`src/rtl/mips_pkg.sv`:
```
// Shared constants and types for the MIPS fetch path.
// Holds opcode fields, the default reset PC and the fetch FSM state.
package mips_pkg;

  localparam logic [5:0]  OPC_SPECIAL      = 6'h00;
  localparam logic [5:0]  FUNCT_BREAK      = 6'h0D;
  localparam logic [31:0] DEFAULT_RESET_PC = 32'h0000_0000;

  typedef enum logic {
    FS_RUN  = 1'b0,
    FS_HALT = 1'b1
  } fetch_state_e;

  function automatic logic is_break(input logic [31:0] w);
    return (w[31:26] == OPC_SPECIAL) && (w[5:0] == FUNCT_BREAK);
  endfunction

endpackage

```
`src/rtl/instr_fetch_queue.sv`:
```
// Two-entry FIFO of {instr, pc} between fetch and decode.
// Entry 0 is always the head; pops shift entry 1 down.
module fetch_queue #(
  parameter int ADDR_WIDTH = 32,
  parameter int MEM_WORD   = 32
) (
  input  logic                  clk,
  input  logic                  rst_n,
  input  logic                  push,
  input  logic                  pop,
  input  logic                  flush,
  input  logic [MEM_WORD-1:0]   in_instr,
  input  logic [ADDR_WIDTH-1:0] in_pc,
  output logic [1:0]            count,
  output logic [MEM_WORD-1:0]   head_instr,
  output logic [ADDR_WIDTH-1:0] head_pc
);

  logic [1:0]            cnt_q, cnt_d;
  logic [MEM_WORD-1:0]   h_instr_q, h_instr_d;
  logic [ADDR_WIDTH-1:0] h_pc_q, h_pc_d;
  logic [MEM_WORD-1:0]   t_instr_q, t_instr_d;
  logic [ADDR_WIDTH-1:0] t_pc_q, t_pc_d;

  always_comb begin
    cnt_d     = cnt_q;
    h_instr_d = h_instr_q;
    h_pc_d    = h_pc_q;
    t_instr_d = t_instr_q;
    t_pc_d    = t_pc_q;
    if (flush) begin
      cnt_d = 2'd0;
    end else if (push && pop) begin
      if (cnt_q == 2'd2) begin
        h_instr_d = t_instr_q;
        h_pc_d    = t_pc_q;
        t_instr_d = in_instr;
        t_pc_d    = in_pc;
      end else begin
        h_instr_d = in_instr;
        h_pc_d    = in_pc;
      end
    end else if (push) begin
      if (cnt_q == 2'd0) begin
        h_instr_d = in_instr;
        h_pc_d    = in_pc;
      end else begin
        t_instr_d = in_instr;
        t_pc_d    = in_pc;
      end
      cnt_d = cnt_q + 2'd1;
    end else if (pop) begin
      h_instr_d = t_instr_q;
      h_pc_d    = t_pc_q;
      cnt_d     = cnt_q - 2'd1;
    end
  end

  always_ff @(posedge clk or negedge rst_n) begin
    if (!rst_n) begin
      cnt_q     <= '0;
      h_instr_q <= '0;
      h_pc_q    <= '0;
      t_instr_q <= '0;
      t_pc_q    <= '0;
    end else begin
      cnt_q     <= cnt_d;
      h_instr_q <= h_instr_d;
      h_pc_q    <= h_pc_d;
      t_instr_q <= t_instr_d;
      t_pc_q    <= t_pc_d;
    end
  end

  assign count      = cnt_q;
  assign head_instr = h_instr_q;
  assign head_pc    = h_pc_q;

endmodule

```
`src/rtl/instr_fetch.sv`:
```
// Instruction fetch: PC, RUN/HALT FSM, BREAK decode and
// push/pop/flush arbitration around a 2-entry fetch queue.
module instr_fetch
  import mips_pkg::*;
#(
  parameter int                    ADDR_WIDTH = 32,
  parameter int                    MEM_WORD   = 32,
  parameter logic [ADDR_WIDTH-1:0] RESET_PC   = ADDR_WIDTH'(DEFAULT_RESET_PC)
) (
  input  logic                  clk,
  input  logic                  rst_n,
  output logic [ADDR_WIDTH-1:0] imem_addr,
  input  logic [MEM_WORD-1:0]   imem_data,
  input  logic                  redirect_valid,
  input  logic [ADDR_WIDTH-1:0] redirect_pc,
  output logic                  out_valid,
  input  logic                  out_ready,
  output logic [MEM_WORD-1:0]   out_instr,
  output logic [ADDR_WIDTH-1:0] out_pc,
  output logic                  halted
);

  fetch_state_e          state_q, state_d;
  logic [ADDR_WIDTH-1:0] pc_q, pc_d;
  logic [1:0]            count;
  logic                  pop, fire, brk;
  logic                  unused_lsb;

  assign unused_lsb = ^redirect_pc[1:0];
  assign imem_addr  = {2'b00, pc_q[ADDR_WIDTH-1:2]};
  assign out_valid  = (count != 2'd0);
  assign brk        = is_break(32'(imem_data));

  // A redirect suppresses both ends of the queue for its cycle.
  assign pop  = out_valid && out_ready && !redirect_valid;
  assign fire = (state_q == FS_RUN) && !redirect_valid &&
                ((count != 2'd2) || pop);

  always_ff @(posedge clk or negedge rst_n) begin
    if (!rst_n) begin
      state_q <= FS_RUN;
      pc_q    <= RESET_PC;
    end else begin
      state_q <= state_d;
      pc_q    <= pc_d;
    end
  end

  always_comb begin
    state_d = state_q;
    unique case (1'b1)
      redirect_valid: state_d = FS_RUN;
      fire && brk:    state_d = FS_HALT;
      default:        ;
    endcase
  end

  always_comb begin
    pc_d = pc_q;
    unique case (1'b1)
      redirect_valid: pc_d = {redirect_pc[ADDR_WIDTH-1:2], 2'b00};
      fire:           pc_d = pc_q + ADDR_WIDTH'(4);
      default:        ;
    endcase
  end

  always_comb begin
    halted = (state_q == FS_HALT);
  end

  fetch_queue #(
    .ADDR_WIDTH (ADDR_WIDTH),
    .MEM_WORD   (MEM_WORD)
  ) u_queue (
    .clk        (clk),
    .rst_n      (rst_n),
    .push       (fire),
    .pop        (pop),
    .flush      (redirect_valid),
    .in_instr   (imem_data),
    .in_pc      (pc_q),
    .count      (count),
    .head_instr (out_instr),
    .head_pc    (out_pc)
  );

endmodule

```
`config.mk`:
```
export PLATFORM = sky130hd
export DESIGN_NAME = instr_fetch
export DESIGN_NICKNAME = d
export VERILOG_FILES = /design/src/rtl/mips_pkg.sv /design/src/rtl/instr_fetch_queue.sv /design/src/rtl/instr_fetch.sv
export SDC_FILE = /design/constraint.sdc
export NUM_CORES = 1
export LEC_CHECK = 0
export CAP_MARGIN = 0
export CELL_PAD_IN_SITES_DETAIL_PLACEMENT = 0
export CELL_PAD_IN_SITES_GLOBAL_PLACEMENT = 2
export CORE_UTILIZATION = 43
export CTS_CLUSTER_SIZE = 16
export DETAILED_ROUTE_END_ITERATION = 7
export DONT_BUFFER_PORTS = 1
export MAX_ROUTING_LAYER = met4
export PLACE_DENSITY_LB_ADDON = 0.12
export SKIP_CTS_REPAIR_TIMING = 1
export SYNTH_ARGS = -nofsm -noshare
export SYNTH_HDL_FRONTEND = slang
export SYNTH_SLANG_ARGS = --single-unit
```
`constraint.sdc`:
```
create_clock -name clk -period 2.8 [get_ports clk]
set_input_delay 0.28 -clock clk [delete_from_list [all_inputs] [get_ports clk]]
set_output_delay 0.28 -clock clk [all_outputs]
set_load 0.05 [all_outputs]
```
---- Yosys cells after proc, flatten, opt, wreduce, memory -nomap -nowiden ----
Cells that the tools add are included.
operators by class
  eq/ne operators ......................... 7
  mux-type cells .......................... 24
  $add $sub $neg .......................... 3
  bitwise gates (word level) .............. 2
  reduce and logical (&&, ||, !) cells .... 20
operator list
  kind                                              count
  2-to-1 mux 32 bit                                 18
  one-hot mux 32 bit (2 select lines)               1
  adder 32 x 3 -> 32 bit, second input constant     1
  2-to-1 mux 2 bit                                  4
  nonzero test 2 bit                                4
  logical AND 1 bit                                 7
  == test 6 x 4 -> 1 bit, second input constant     1
  zero test 6 bit                                   1
  != test 2 bit, second input constant              3
  nonzero test 3 bit                                2
  AND reduction 4 bit                               1
  != test 3 x 1 -> 1 bit, second input constant     1
  AND reduction 3 bit                               1
  adder 2 x 1 -> 2 bit, second input constant       1
  == test 2 bit, second input constant              1
  zero test 2 bit                                   1
  != test 2 x 1 -> 1 bit, second input constant     1
  NOT 1 bit                                         2
  one-hot mux 1 bit (2 select lines)                1
  AND reduction 2 bit                               1
  subtractor 2 x 1 -> 2 bit, second input constant  1
  zero test 1 bit                                   1
  logical OR 1 bit                                  1
word-level totals
  bits in registers ....................... 163
  word-level logic and storage cells ...... 63

---- Logic depth before layout (Yosys ltp) ----
Gate-level depths: netlist (run 1).
  word-level depth ........................ 8
  mapped depth ............................ 9
  depth with buffers taken out ............ 6

---- Hierarchy ----
A second synthesis (run 1) with hierarchy kept.
second synthesis, totals
  cells, all modules ...................... 937
  area, all modules ....................... 9,078.7 µm²
modules (own cells, without submodules)
  module       area an instance (µm²)  seq. area each (µm²)  cells each  times used
  fetch_queue  7,190.6                 3,253.1               722         1
  instr_fetch  1,888.1                 775.7                 215         1

---- Worst setup path before layout (run 1) ----
OpenSTA, ideal clock, no wires.
  path kind ............................... reg2reg
  from .................................... register pc_q[2]
  to ...................................... register pc_q[12]
  arrival ................................. 1,965 ps
  clock period less this slack ............ 2,125 ps
  setup slack ............................. 675 ps
  buffers on the path ..................... 0
  stages on the path, launching flop included .. 7
  path through ............................ dfrtp_1 ha_1 nand3_1 nor2_1 nand4_1 o311ai_0 o311ai_0
on the way
  longest elaborated chain between the ends .. 2
ends and longest elaborated chain
  what                                 RTL line           RTL
  from (decl)                          instr_fetch.sv:24  logic [ADDR_WIDTH-1:0] pc_q, pc_d;
  from (signal assigned)               instr_fetch.sv:45  pc_q <= pc_d;
  adder 32 x 3 -> 32 bit               instr_fetch.sv:62  fire: pc_d = pc_q + ADDR_WIDTH'(4);
  one-hot mux 32 bit (2 select lines)  instr_fetch.sv:60  unique case (1'b1)
No other way between the ends.
A chain may end at the register's enable or synchronous reset.

---- Worst setup path after layout (run 1) ----
  from .................................... register state_q, in the netlist halted
  to ...................................... register pc_q[28]
on the way
  longest elaborated chain between the ends .. 4
ends and longest elaborated chain
  what                                                                              RTL line           RTL
  from (decl)                                                                       instr_fetch.sv:23  fetch_state_e state_q, state_d;
  from (signal assigned)                                                            instr_fetch.sv:44  state_q <= state_d;
  NOT 1 bit (*)                                                                     instr_fetch.sv:36  assign fire = (state_q == FS_RUN) && !redirect_valid &&
  logical AND 1 bit (*) (2 in series)                                               instr_fetch.sv:36
  one-hot mux 32 bit (2 select lines) / nonzero test 2 bit (equally long branches)  n/a
Mark *: on every way between the ends. The rest lies on a longest branch, timed or not.

==> out/metrics.cfg, run 1 <==
[synthesis]
synth_area_leaders = dfrtp_1 54%, mux2_2 9.2%, mux2i_1 8.0%
ys_warn_count = 0
seq_area_frac_synth_pct = 54.3
yosysMostFrequentCell = dfrtp_1
synth_cells = 652
async_flop_share_pct = 100
synth_top_area_share_pct = 54.3
synth_common_cells = 157 x dfrtp_1, 91 x nor2_1, 74 x a21oi_1
netlist_area_sq_um = 7240
synth_top_area_cell = dfrtp_1
synth_area_per_cell_sq_um = 11.1
ys_ff_latch = 157
synth_edf_count = 0
ys_types = 65
synthFlopType = dfrtp_1

[timing]
finalHoldViolCount = 157
finalSetupViolCount = 0
fin_crit_sh_pct = 75.9
max-slew-margin-rel_pct = 52.3
clock_skew_ns = 0.00853
setup_ws_ns = 0.675
fin_crit_ns = 2.12
holdWs_ns = -0.452
tightest_slew_ns = 0.715
slew_violations = 0
fmax_ghz = 0.471
rsz0062_at_grt = no
tns_ns = 0

[routing]
postRouteWirelength_um = 17700
first_iter_violations = 320
dr.pass1.iters = 4
drc = 0
via_per_inst = 5.58
vias = 5120
wl_per_cell_um = 19.3
final_antenna_net_count = 0

[worst_hold_path]
hp-class = in2async

[setup_path]
arrival_ns = 2.43
r2r-start = halted
timing.critical_path.cells = nor2_1, nand4_4, nor3_2, a311o_1, nand3_1
ff2ff_path_depth = 5
worstSetupPathType = reg2reg
setup.worst_path.start_class = flip-flop
r2r-end = pc_q[28]
crit_buf_inv = 0
path_delay_family = simple AND/OR/NAND/NOR gates
critPathRequiredTime_ns = 3.10
crit_fanout = 9
rrSetupSlack_ns = 0.68
cpPeakStageDelay_ns = 0.56
critical-path-slowest-cell = nor3_2
worstSetupEndpointType = flip-flop

[pwr]
powerDensity_nw_per_um2 = 879
p_leak_uw = 0.00360
fin_total_pwr_uw = 7430
ir_worst_vdd_mv = 0.441

[layout]
syn2layout_area_growth_pct = 16.7
drive_gt1_share_pct = 19.6
multi_input_area_sq_um = 3050
fillers = 1497
finish.net_count = 754
antennaDiodeCount = 0
final_util_pct = 51.1
regArea_sq_um = 3930

[cts]
cts_buffers = 17
clock_latency_ns = 0.42
path_clk_slew_ns = 0.06
cts.sinks = 157
cts_max_path_buffers = 2
cts_tree = done
htreeDepth = 4
cts-root-buf = clkbuf_16

[die]
start_util_pct = 43.8
die_w_um = 132
fp.dieH_um = 132
dieArea_sq_um = 17400
fp-row-count = 47
design.core.area_sq_um = 16500
io_pins = 166

[grt]
antenna_found_initial = 0
overflow = 0
grt_max_degree = 158
busiest_layer = met2
grt_pass1_wl_um = 28000
met3_usage_pct = 6.46
grtUsageMet1_pct = 25.9
grt_util_met2_pct = 33.5
grt.total_usage_pct = 21.3
grt_pass1_vias = 5051

[outcome]
violations = negative hold slack
outcome = complete, but fails checks

[job]
cap_viol_max_count = 0

[placed_design]
io_buffers = 0
place_ws_ns = 0.669
hpwlAfterDp_um = 11400
gp_congestion = 0.795

==> flip-flops by register name (all words and copies together), names as in the netlist <==
signal / flops
halted: 1
u_queue.t_instr_q: 32
u_queue.count: 2
u_queue.head_pc: 30
u_queue.t_pc_q: 30
u_queue.head_instr: 32
pc_q: 30
==> logic make-up after synthesis <==
logic type	count (synthesis)	synth area share, %
other	1	0.0518
buffers and inverters	57	4.01
DFF	157	54.3
adders and majority gates	1	0.173
xor gates and xnor gates	2	0.242
and+or+nand+nor	186	12.5
AOI/OAI and AO/OA	128	11.1
muxes	120	17.7
==> worst reg2reg max path, cell delays in order (launching register included) <==
cell	delay, ns
dfrtp_1	0.51
nor2_1	0.38
nand4_4	0.24
nor3_2	0.56
a311o_1	0.26
nand3_1	0.06
==> worst max-delay path by stage <==
stage,startpoint,endpoint,slack [ns],depth (start not counted)
3_3_place_gp,halted,pc_q[28],0.70,5
5_1_grt,pc_q[3],pc_q[12],0.47,6
3_5_place_dp,halted,pc_q[28],0.67,5
6_report,halted,pc_q[28],0.68,5
2_1_floorplan,pc_q[2],pc_q[12],0.68,6
4_1_cts,halted,pc_q[28],0.65,5
==> power by group <==
part           leakage (uW)  internal, uW  switching, uW  total, uW
combinational       0.00147           534            600       1130
sequential          0.00183          2760           1090       3850
clock              0.000305          1490            952       2440
==> routing by layer <==
metal / vias to the layer above / share of wire [%]
met1: 2549 / 43
li1: 2396 / -
met5: - / 0
met4: 0 / 1.9
met2: 151 / 48
met3: 24 / 6.7
==> cell type report <==
cell class / instances / area share [%]
sequential: 157 / 46.5
clock buffer: 21 / 5.57
timing repair buffer: 58 / 6.28
multi-input combinational: 441 / 36.1
clock inverter: 11 / 1.84
tap: 220 / 3.26
inverter: 10 / 0.444
==> placed cells by master (no fill, tap or decap), types with 4 or more instances in the layout <==
| cell | netlist | routed |
|---|---|---|
| dfrtp_1 | 157 | 157 |
| nor2_1 | 91 | 91 |
| a21oi_1 | 74 | 74 |
| mux2_2 | 59 | 59 |
| mux2i_1 | 58 | 58 |
| nand2_1 | 36 | 36 |
| dlygate4sd3_1 | 0 | 28 |
| buf_4 | 7 | 28 |
| clkbuf_16 | 0 | 17 |
| nand3_1 | 12 | 12 |
| o311ai_0 | 12 | 12 |
| nor3_1 | 10 | 10 |
| inv_1 | 9 | 9 |
| o21ai_0 | 8 | 8 |
| nand4_1 | 7 | 7 |
| and3_1 | 4 | 4 |
| o211ai_1 | 4 | 4 |
| a22oi_1 | 4 | 4 |
| conb_1 | 1 | 4 |
==> metrics by stage <==
step / instances / cell area [sq um]
2_1_floorplan: 655 / 7250
3_3_place_gp: 858 / 7550
3_5_place_dp: 858 / 7550
4_1_cts: 890 / 8170
5_1_grt: 918 / 8450
6_report: 918 / 8450
No activity file was read; power rests on OpenSTA's default activity.
==> run 2, diff against run 1 <==
Settings changed: ABC_AREA set to 1, CORE_UTILIZATION 43 to 32.
Clock period 2.8 ns to 1.7 ns, I/O delays scaled along.
==> out/metrics.cfg, run 2 <==
[timing]
fin_crit_sh_pct = 93.1  ; was 75.9%
tightest_slew_ns = 0.918  ; was 0.715 ns
max-slew-margin-rel_pct = 38.6  ; was 52.3%
holdWs_ns = -0.569  ; was -0.452 ns
finalSetupViolCount = 0  ; unchanged
rsz0062_at_grt = no  ; unchanged
finalHoldViolCount = 164  ; was 157
fin_crit_ns = 1.58  ; was 2.12 ns
slew_violations = 0  ; unchanged
fmax_ghz = 0.632  ; was 0.471 GHz
clock_skew_ns = 0.0130  ; was 0.00853 ns

[layout]
finish.net_count = 1469  ; was 754
final_cell_mix = 424 x nand2_1, 153 x dfrtp_1, 124 x o21ai_0  ; was 157 x dfrtp_1, 91 x nor2_1, 74 x a21oi_1
mostFrequentLayoutCell = nand2_1  ; was dfrtp_1
drive_gt1_share_pct = 12.0  ; was 19.6%
syn2layout_area_growth_pct = 26.4  ; was 16.7%
fillers = 2917  ; was 1497
regArea_sq_um = 3930  ; about the same
final_area_sq_um = 11300  ; was 8450 sq um
final_util_pct = 41.5  ; was 51.1%
multi_input_area_sq_um = 4230  ; was 3050 sq um

[synthesis]
synth_common_cells = 427 x nand2_1, 157 x dfrtp_1, 125 x o21ai_0  ; was 157 x dfrtp_1, 91 x nor2_1, 74 x a21oi_1
synth_area_leaders = dfrtp_1 44%, nand2_1 18%, o21ai_0 7.0%  ; was dfrtp_1 54%, mux2_2 9.2%, mux2i_1 8.0%
synth_area_per_cell_sq_um = 6.86  ; was 11.1 sq um
synthFlopType = dfrtp_1  ; unchanged
yosysMostFrequentCell = nand2_1  ; was dfrtp_1
synth_edf_count = 0  ; unchanged
seq_area_frac_synth_pct = 44.0  ; was 54.3%
ys_warn_count = 0  ; unchanged
netlist_area_sq_um = 8930  ; was 7240 sq um
synth_top_area_share_pct = 44.0  ; was 54.3%
ys_types = 32  ; was 65
ys_ff_latch = 157  ; unchanged
synth_cells = 1302  ; was 652
synth_top_area_cell = dfrtp_1  ; unchanged
async_flop_share_pct = 100  ; unchanged

[pwr]
p_switching_uw = 10800  ; was 2640 uW
power_frac_clock_pct = 19.3  ; was 32.8%
ir_worst_vdd_mv = 0.727  ; was 0.441 mV
p_leak_uw = 0.00557  ; was 0.00360 uW
p_seq_share_pct = 40.8  ; was 51.9%
sw_frac_of_total_pct = 49.9  ; was 35.6%
p_comb_share_pct = 39.9  ; was 15.3%
internal_power_uw = 10800  ; was 4790 uW
powerDensity_nw_per_um2 = 1910  ; was 879 nW/um^2

[grt]
grt.total_usage_pct = 22.8  ; was 21.3%
overflow = 0  ; unchanged
grt_max_degree = 158  ; unchanged
antenna_found_initial = 1  ; was 0
grt_pass1_wl_um = 48600  ; was 28000 um
grt_pass1_vias = 8361  ; was 5051

[routing]
dr.pass1.iters = 5  ; was 4
final_antenna_net_count = 0  ; unchanged
drc = 0  ; unchanged
vias = 8742  ; was 5120
wl_per_cell_um = 17.6  ; was 19.3 um
postRouteWirelength_um = 31500  ; was 17700 um
via_per_inst = 4.89  ; was 5.58
first_iter_violations = 567  ; was 320

[worst_hold_path]
hp-class = in2async  ; unchanged

[setup_path]
critPathRequiredTime_ns = 2.03  ; was 3.10 ns
setup.worst_path.start_class = flip-flop  ; unchanged
worstSetupPathType = reg2reg  ; unchanged
crit_fanout = 4  ; was 9
worstSetupEndpointType = flip-flop  ; unchanged
arrival_ns = 1.91  ; was 2.43 ns

[die]
start_util_pct = 32.9  ; was 43.8%
die_w_um = 169  ; was 132 um
dieArea_sq_um = 28600  ; was 17400 sq um
design.core.area_sq_um = 27200  ; was 16500 sq um
io_pins = 166  ; unchanged
fp-row-count = 60  ; was 47
fp.dieH_um = 169  ; was 132 um

[cts]
cts.sinks = 157  ; unchanged
htreeDepth = 4  ; unchanged
cts_tree = done  ; unchanged
clock_latency_ns = 0.43  ; was 0.42 ns
cts-root-buf = clkbuf_16  ; unchanged
cts_buffers = 17  ; unchanged
path_clk_slew_ns = 0.07  ; was 0.06 ns
cts_max_path_buffers = 2  ; unchanged

[placed_design]
gp_congestion = 0.787  ; was 0.795
placed_area_sq_um = 10100  ; was 7550 sq um
io_buffers = 0  ; unchanged
hpwlAfterDp_um = 20000  ; was 11400 um

[job]
cap_viol_max_count = 0  ; unchanged

[outcome]
outcome = complete, but fails checks  ; unchanged
violations = negative hold slack  ; unchanged

run 2: logic make-up (layout without fill, tap and decap cells):
group,after synthesis,count (layout),synth area share [%]
AOI/OAI and AO/OA,256,256,14.9
other,1,5,0.0420
DFF,157,157,44.0
and+or+nand+nor,674,674,30.5
buffers and inverters,204,312,9.46
xor gates and xnor gates,9,9,0.883
adders and majority gates,1,1,0.140
run 2: power by group through the flow:
stage	Combinational (uW)	Clock [uW]	Sequential [uW]
after global placement	8380	0	8880
final	8610	4160	8810
after global routing	9690	4410	9030
after detailed placement	8420	0	8900
after CTS	8470	4270	8830
after floorplan	4740	0	9560
run 2: through the flow:
stage | std cells | setup TNS [ns] | total power [uW] | setup WS [ns] | hold WS (ns)
CTS | 1735 | -0.0375 | 21600 | -0.0213 | -0.584
detailed placement | 1703 | -0.000519 | 17300 | -0.000519 | -0.121
global placement | 1703 | 0 | 17300 | 0.00273 | -0.119
global route | 1786 | 0 | 23100 | 0.00175 | -0.599
finish | 1786 | 0 | 21600 | 0.117 | -0.569
floorplan | 1305 | 0 | 14300 | 0.00455 | -0.126
run 2: critical path, cell delays in order (launching register included):
cell and delay, ns:
dfrtp_2 0.37, buf_4 0.11, inv_1 0.05, nor2_1 0.13, buf_4 0.15, nand3b_1 0.19, nor2_1 0.14, buf_4 0.15
nand3_1 0.07, nand3_1 0.08, nand2_1 0.05
run 2: final cells by class:
class                      instances  share of cell area (%)
inverter                         122                    4.12
tap                              372                    4.12
sequential                       157                    34.9
antenna                            1                  0.0222
timing repair buffer             158                    13.9
multi-input combinational        944                    37.5
clock buffer                      20                    4.14
clock inverter                    12                    1.40
run 2: layer usage:
layer  track usage, %  routed length (um)
met1             31.2               15800
met2             35.6               14200
met3             3.65                1280
met4             4.39                 218
met5                -                   0
run 2: worst paths after layout:
path | from | to | slack, ns | cells after the start
max reg2reg | pc_q[2] | pc_q[27] | 0.12 | 10
min in group clk | redirect_valid | pc_q[28] | -0.03 | 4
max | pc_q[2] | pc_q[27] | 0.12 | 10
min | rst_n | u_queue.t_instr_q[8] | -0.57 | 0
max in group asynchronous | rst_n | u_queue.head_pc[30] | 1.99 | 0
min reg2reg | u_queue.t_instr_q[8] | u_queue.t_instr_q[8] | 0.48 | 2
